## config.mk

```make
export PLATFORM = sky130hd
export DESIGN_NAME = spi_inert_resp
export DESIGN_NICKNAME = d
export VERILOG_FILES = /design/src/rtl/inert_resp_pkg.sv /design/src/rtl/spi_slv16_shift.sv /design/src/rtl/spi_inert_resp.sv
export SDC_FILE = /design/constraint.sdc
export NUM_CORES = 1
export LEC_CHECK = 0
export CAP_MARGIN = 5
export CORE_MARGIN = 2
export CORE_UTILIZATION = 63
export DETAILED_ROUTE_END_ITERATION = 16
export PLACE_DENSITY = 0.84
export SYNTH_ARGS = -nofsm -noshare
export SYNTH_HDL_FRONTEND = slang
export SYNTH_SLANG_ARGS = --single-unit
```

## constraint.sdc

```tcl
create_clock -name clk -period 4.8 [get_ports clk]
set_input_delay 0.96 -clock clk [delete_from_list [all_inputs] [get_ports clk]]
set_output_delay 0.96 -clock clk [all_outputs]
set_load 0.01 [all_outputs]
```

## src/rtl/inert_resp_pkg.sv

```systemverilog
// inert_resp_pkg: register addresses, frame states and defaults shared by spi_inert_resp
package inert_resp_pkg;
    localparam logic [6:0] ADDR_INT1_CTRL = 7'h0D;
    localparam logic [6:0] ADDR_WHO_AM_I  = 7'h0F;
    localparam logic [6:0] ADDR_CFG10     = 7'h10;
    localparam logic [6:0] ADDR_CFG11     = 7'h11;
    localparam logic [6:0] ADDR_CFG14     = 7'h14;
    localparam logic [6:0] ADDR_STATUS    = 7'h1E;
    localparam logic [6:0] ADDR_PTCH_L    = 7'h22;
    localparam logic [6:0] ADDR_PTCH_H    = 7'h23;
    localparam logic [6:0] ADDR_AZ_L      = 7'h2C;
    localparam logic [6:0] ADDR_AZ_H      = 7'h2D;
    localparam logic [7:0] WHO_AM_I_DEF   = 8'h6A;
    typedef enum logic [1:0] {IDLE, CMD, DATA, DONE} frame_state_t;
endpackage

```

## src/rtl/spi_slv16_shift.sv

```systemverilog
// spi_slv16_shift: synchronised 16-bit SPI responder frame engine with same-frame read byte
module spi_slv16_shift
    import inert_resp_pkg::*;
(
    input  logic        clk,
    input  logic        rst_n,
    input  logic        SS_n,
    input  logic        SCLK,
    input  logic        MOSI,
    input  logic [7:0]  rd_data,
    output logic        MISO,
    output logic        ss_high,
    output logic [6:0]  rd_addr,
    output logic        addr_vld,
    output logic        frame_done,
    output logic        frame_abort,
    output logic [15:0] frame
);
    logic [2:0] ss_sr, sclk_sr;
    logic [1:0] mosi_sr;
    logic [3:0] bit_cnt;
    logic [7:0] tx;
    frame_state_t state;
    logic sclk_rise, sclk_fall, ss_fall, ss_rise, shifting;

    assign ss_high     = ss_sr[1];
    assign ss_fall     = ss_sr[2] & ~ss_sr[1];
    assign ss_rise     = ~ss_sr[2] & ss_sr[1];
    assign sclk_rise   = sclk_sr[1] & ~sclk_sr[2];
    assign sclk_fall   = ~sclk_sr[1] & sclk_sr[2];
    assign shifting    = sclk_rise && (state == CMD || state == DATA);
    // address is complete only with the bit arriving on the 8th rise
    assign rd_addr     = {frame[5:0], mosi_sr[1]};
    assign addr_vld    = shifting && state == CMD && bit_cnt == 4'd7;
    assign frame_done  = ss_rise && state == DONE;
    assign frame_abort = ss_rise && (state == CMD || state == DATA);

    always_ff @(posedge clk) begin
        if (!rst_n) begin
            ss_sr   <= '1;
            sclk_sr <= '1;
            mosi_sr <= '0;
            state   <= IDLE;
            bit_cnt <= '0;
            frame   <= '0;
            tx      <= '0;
            MISO    <= 1'b0;
        end else begin
            ss_sr   <= {ss_sr[1:0], SS_n};
            sclk_sr <= {sclk_sr[1:0], SCLK};
            mosi_sr <= {mosi_sr[0], MOSI};
            if (ss_rise)
                state <= IDLE;
            else if (ss_fall) begin
                state   <= CMD;
                bit_cnt <= '0;
                frame   <= '0;
            end else if (shifting) begin
                frame   <= {frame[14:0], mosi_sr[1]};
                bit_cnt <= bit_cnt + 4'd1;
                if (bit_cnt == 4'd7)
                    state <= DATA;
                if (bit_cnt == 4'd15)
                    state <= DONE;
            end
            if (addr_vld)
                tx <= rd_data;
            else if (sclk_fall && (state == DATA || state == DONE))
                tx <= {tx[6:0], 1'b0};
            MISO <= (ss_high || state == IDLE || state == CMD) ? 1'b0 : (sclk_fall ? tx[7] : MISO);
        end
    end
endmodule

```

## src/rtl/spi_inert_resp.sv

```systemverilog
// spi_inert_resp: inertial-sensor SPI responder with register file, sample latch and INT
// Optional overrun status bit built when SPI_INERT_RESP_OVRN_EN is defined.
module spi_inert_resp
    import inert_resp_pkg::*;
#(
    parameter logic [7:0] WHO_AM_I_VAL = WHO_AM_I_DEF,
    parameter int         INT_CTRL_BIT = 1
) (
    input  logic        clk,
    input  logic        rst_n,
    input  logic        SS_n,
    input  logic        SCLK,
    input  logic        MOSI,
    output logic        MISO,
    output logic        INT,
    input  logic        smpl_vld,
    input  logic [15:0] ptch_in,
    input  logic [15:0] AZ_in,
    output logic        cfg_done
);
    logic [15:0] frame, ptch, az, shd_ptch, shd_az;
    logic [7:0]  int1_ctrl, cfg10, cfg11, cfg14, rd_mux, rd_data;
    logic [6:0]  rd_addr, fa;
    logic [3:0]  cfg_seen;
    logic ss_high, addr_vld, frame_done, frame_abort, frame_end;
    logic wr, rd_end, apply_now, apply, shd_vld, pending, ovrn;

    spi_slv16_shift u_shift (
        .clk(clk), .rst_n(rst_n), .SS_n(SS_n), .SCLK(SCLK), .MOSI(MOSI),
        .rd_data(rd_data), .MISO(MISO), .ss_high(ss_high), .rd_addr(rd_addr),
        .addr_vld(addr_vld), .frame_done(frame_done), .frame_abort(frame_abort), .frame(frame)
    );

    assign fa        = frame[14:8];
    assign frame_end = frame_done | frame_abort;
    assign wr        = frame_done & ~frame[15];
    assign rd_end    = frame_done & frame[15];
    assign apply_now = smpl_vld & ss_high;
    // a sample shadowed during a frame is applied on the SS_n rise; a direct sample is newer
    assign apply     = apply_now | (frame_end & shd_vld);
    assign INT       = pending & int1_ctrl[INT_CTRL_BIT];
    assign cfg_done  = &cfg_seen;
    assign rd_data   = addr_vld ? rd_mux : 8'h00;

    always_comb begin
        rd_mux = 8'h00;
        case (rd_addr)
            ADDR_INT1_CTRL: rd_mux = int1_ctrl;
            ADDR_WHO_AM_I:  rd_mux = WHO_AM_I_VAL;
            ADDR_CFG10:     rd_mux = cfg10;
            ADDR_CFG11:     rd_mux = cfg11;
            ADDR_CFG14:     rd_mux = cfg14;
            ADDR_STATUS:    rd_mux = {6'b0, ovrn, pending};
            ADDR_PTCH_L:    rd_mux = ptch[7:0];
            ADDR_PTCH_H:    rd_mux = ptch[15:8];
            ADDR_AZ_L:      rd_mux = az[7:0];
            ADDR_AZ_H:      rd_mux = az[15:8];
            default:        rd_mux = 8'h00;
        endcase
    end

    always_ff @(posedge clk) begin
        if (!rst_n) begin
            int1_ctrl <= '0;
            cfg10     <= '0;
            cfg11     <= '0;
            cfg14     <= '0;
            cfg_seen  <= '0;
            ptch      <= '0;
            az        <= '0;
            shd_ptch  <= '0;
            shd_az    <= '0;
            shd_vld   <= 1'b0;
            pending   <= 1'b0;
        end else begin
            if (wr && fa == ADDR_INT1_CTRL) int1_ctrl <= frame[7:0];
            if (wr && fa == ADDR_CFG10) cfg10 <= frame[7:0];
            if (wr && fa == ADDR_CFG11) cfg11 <= frame[7:0];
            if (wr && fa == ADDR_CFG14) cfg14 <= frame[7:0];
            cfg_seen <= cfg_seen | ({4{wr}} & {fa == ADDR_CFG14, fa == ADDR_CFG11, fa == ADDR_CFG10, fa == ADDR_INT1_CTRL});
            if (smpl_vld && !ss_high) begin
                shd_ptch <= ptch_in;
                shd_az   <= AZ_in;
                shd_vld  <= 1'b1;
            end else if (frame_end)
                shd_vld <= 1'b0;
            if (apply) begin
                ptch <= apply_now ? ptch_in : shd_ptch;
                az   <= apply_now ? AZ_in : shd_az;
            end
            pending <= apply | (pending & ~(rd_end && fa == ADDR_AZ_H));
        end
    end

`ifdef SPI_INERT_RESP_OVRN_EN
    always_ff @(posedge clk)
        ovrn <= !rst_n ? 1'b0 : (apply & pending) | (ovrn & ~(rd_end && fa == ADDR_STATUS));
`else
    assign ovrn = 1'b0;
`endif
endmodule

```

==> results summary <==
For met1 alone, demand over resource in global routing was 0.376. After detailed routing, the number of vias per cell comes to slightly above 6. Counting I/O delays and the setup requirement, the final critical path takes 2.82 ns. In this run, synthesis produced a sequential element count of around 140. The sequential fraction of the synthesis area is 0.463.

The number of antenna violations at the first check in global routing is 0. The total negative slack came out at 0 ns. The number of CTS-inserted buffers came out at 17.

The global placement routability congestion is between 0.9 and 1. The clock tree skew after final layout is roughly 0.0077 ns. The count of standard-cell rows is 35. The global-route track usage on met2 is 0.528. The detailed-route DRC error count is 0.

The switching power summed over all nets is 0.619 mW. The post-synthesis cell area came out at 6100 um2. The headroom to the max-slew limit is 0.174. The number of enable flip-flop cells after synthesis came out at 0. After clock tree synthesis, the setup repair step added 0 buffers. The sum of overflow across all layers after global routing came out at 0. The maximum net fanout on the critical path came out at between 40 and 50. The fraction of final layout cells with drive strength greater than 1 came out at 0.0735. The number of setup violations in the final report came out at 0.

The global router's overall resource usage came out at 0.311. The relative contribution of the clock network to total power is 0.515. The core area came out at a little over 9000 um2. STA classifies the critical path startpoint as a flop. The final routed wirelength across all metal layers came out at ~15000 um. The largest stage delay on the critical path is 0.61 ns. The critical path endpoint is ptch[1]$_SDFFE_PN0P_. In this run the most used layer during global routing was met2. The run finished with clean final reports.

The post-detailed-placement half-perimeter wirelength came out at 9640 um. The cell count of the worst reg-to-reg path came out at 7. The count of buffers inserted at the top-level ports came out at 40. In this design, the critical path's most frequently occurring cell is buf_4. The finished layout holds 891 standard cells, fillers aside. The synthesized netlist contains 51 unique library cells.

The cell count after synthesis came out at approximately 740. For flop-to-flop paths, the worst setup slack is 1.98 ns. The final count of hold timing violations came out at 0. The synthesized area divided by synthesized cell count is 8.26 um2. The maximum root-to-sink buffer count is 2.

The nature of the critical path endpoint is a flop. The horizontal die dimension is 102 um. The primary flip-flop cell chosen by synthesis mapping is dfxtp_1. Once the clock tree was built, the resizer swapped 0 gates to a different size.

The residual antenna-violating net count after detailed routing came out at 0. After clock tree synthesis, the flow added hold-fix buffers numbering 0. The power per standard cell area is between 300 and 400 nW/um2.

The area added between synthesis and finish came out at 18.1%. The via count is 5466. The slew at the pin closest to its max-slew limit came out at 1.24 ns. The initial utilization of the core area, before any placement, comes to 0.654. The number of nets in the finished design is 792. For the worst-skew pair, the clock arrives at the later sink with an insertion delay of 0.53 ns. The y dimension of the die is 102 um.

The H-tree depth reported by CTS came out at 4. The root buffer cell is clkbuf_8. The cell internal power dissipation is 2.21 mW. The clock tree from TritonCTS is built. On the critical path, the stage with the largest delay is an instance of nand2_2. The worst register-to-register path ends at ptch[1]$_SDFFE_PN0P_. The first-pass GRT wire length came out at 25200 um.

The worst-case IR drop observed on VDD is roughly 0.38 mV. The total clock sinks came out at 141. After filler insertion, the fill cell instance count of the layout stands at 675.

The number of placed cells counting well taps is approximately 860. The critical path required time came out at 5.23 ns. After clock tree synthesis, the clock-pin slew on the worst setup and hold paths is 0.07 ns. Setup repair after global routing left no endpoint under its margin.

The timing-limited maximum frequency came out at ~0.35 GHz. The I/O pin count is 41. STA puts the critical path data arrival time at about 3.3 ns. The number of global-route vias before repair is ~5300. The critical path goes through buf_4 -> nor2b_1 -> o211ai_1 -> nand2_2 -> buf_4 -> nor2_1 -> a311oi_1.

The most critical setup path has its startpoint at u_shift.ss_sr[1]$_SDFF_PN1_. The switching part of the total is 0.219. During synthesis, Yosys emitted a total of 0 warnings. The die area is 10500 um2.

The portion of the clock cycle consumed by the worst path in the final layout is 0.588. The origin of the critical flop-to-flop path is u_shift.ss_sr[1]$_SDFF_PN1_. The detailed router finished its first iteration with 352 violations. The final antenna diode count came out at 0.

Entering global routing, the biggest net connects 46 pins. The met3 track demand over resource is 0.0609. Before antenna repair, the detailed router went through 5 iterations. In the final routed layout, each cell accounts on average for 17.4 um. The analysis attributes to cell leakage a power of 2.52 nW. The count of pins over their slew limit was 0. The combinational share of power came out at 0.055. The classification of the worst setup path is reg2reg. The async set-reset flop share out of synthesis came out at 0.

The worst min-delay path class is reg2reg. The number of max-capacitance violations reported is 0. The post-synthesis net count is 781. The sequential group share of total power is 0.430.
cell families after synthesis:
group | count (synthesis) | synth area share
xor gates and xnor gates | 3 | 0.00431
adders and majority gates | 5 | 0.0103
and+or+nand+nor | 329 | 0.240
AOI/OAI and AO/OA | 140 | 0.153
muxes | 52 | 0.0854
DFF | 141 | 0.463
buffers and inverters | 68 | 0.0437
sequential cells by signal (all words and copies together) (netlist names), 8 cells and up:
signal	cells
cfg11	8
u_shift.frame	16
u_shift.tx	8
cfg10	8
shd_az	16
shd_ptch	16
az	16
cfg14	8
ptch	16
int1_ctrl	8
cells in the mapped netlist, types with 6 or more instances:
library cell / count / area (um2)
mux2i_1: 52 / 521
a211oi_1: 6 / 45.0
a311oi_1: 32 / 280
nor2_1: 92 / 345
o21ai_0: 16 / 80.1
buf_2: 9 / 45.0
nor3_1: 6 / 30.0
dfxtp_1: 141 / 2820
nand2_1: 146 / 548
nand2b_1: 11 / 68.8
nor4_1: 6 / 37.5
clkbuf_1: 49 / 184
a21oi_1: 55 / 275
nand3_1: 35 / 175
worst min path at each step:
| stage | startpoint | endpoint | slack, ns | depth (start not counted) |
|---|---|---|---|---|
| CTS | u_shift.ss_sr[0]$_SDFF_PN1_ | u_shift.ss_sr[1]$_SDFF_PN1_ | 0.41 | 1 |
| finish | u_shift.ss_sr[0]$_SDFF_PN1_ | u_shift.ss_sr[1]$_SDFF_PN1_ | 0.42 | 1 |
| floorplan | u_shift.sclk_sr[0]$_SDFF_PN1_ | u_shift.sclk_sr[1]$_SDFF_PN1_ | 0.39 | 1 |
| detailed placement | u_shift.ss_sr[0]$_SDFF_PN1_ | u_shift.ss_sr[1]$_SDFF_PN1_ | 0.40 | 1 |
| global placement | u_shift.sclk_sr[0]$_SDFF_PN1_ | u_shift.sclk_sr[1]$_SDFF_PN1_ | 0.39 | 1 |
| global route | u_shift.ss_sr[0]$_SDFF_PN1_ | u_shift.ss_sr[1]$_SDFF_PN1_ | 0.45 | 1 |
placed cells by master (no fill, tap or decap), drive strengths merged, types with 7 or more instances in the layout:
master / n
mux2i: 52
a211oi: 7
buf: 14
dfxtp: 141
nand2: 146
inv: 7
o21ai: 16
nand2b: 11
clkdlybuf4s50: 40
clkbuf: 17
a21oi: 55
a311oi: 32
nand3: 35
nor2: 92
layout make-up:
class / count / area [um2] / area share
tap: 129 / 161 / 0.0224
sequential: 141 / 2820 / 0.392
clock buffer: 17 / 414 / 0.0575
multi-input combinational: 529 / 3030 / 0.420
timing repair buffer: 54 / 509 / 0.0707
clock inverter: 15 / 244 / 0.0339
inverter: 6 / 22.5 / 0.00313
power by group through the flow:
stage	logic, mW	registers (mW)	clock network, mW
6_report	0.155	1.22	1.46
5_1_grt	0.169	1.22	1.53
4_1_cts	0.153	1.22	1.47
3_5_place_dp	0.149	1.24	0
3_3_place_gp	0.144	1.24	0
2_1_floorplan	0.0923	1.24	0
stage by stage:
step                      utilization  cell area, um2  hold slack [ns]  setup slack [ns]  power (mW)
after floorplan                     -            6100            0.386              2.61        1.33
after CTS                       0.771            7190            0.413              2.02        2.84
after detailed placement        0.700            6530            0.397              1.75        1.39
after global placement          0.700            6530            0.387              1.83        1.39
final                           0.772            7200            0.421              1.98        2.83
after global routing            0.772            7200            0.446              1.78        2.92
layer usage:
metal	wire length [um]	up-vias	share of wire
met5	0	-	0
met3	930	54	0.060
met1	6330	2607	0.41
met2	7750	216	0.50
met4	481	0	0.031
li1	-	2589	-
worst max-delay path: cells and delay by family, from the launching register on:
family                 cells  cell delay [ns]
and+or+nand+nor            3             1.17
DFF                        1             0.31
AOI/OAI and AO/OA          2             0.55
buffers and inverters      2             0.67
(Power assumes the default switching activity.)
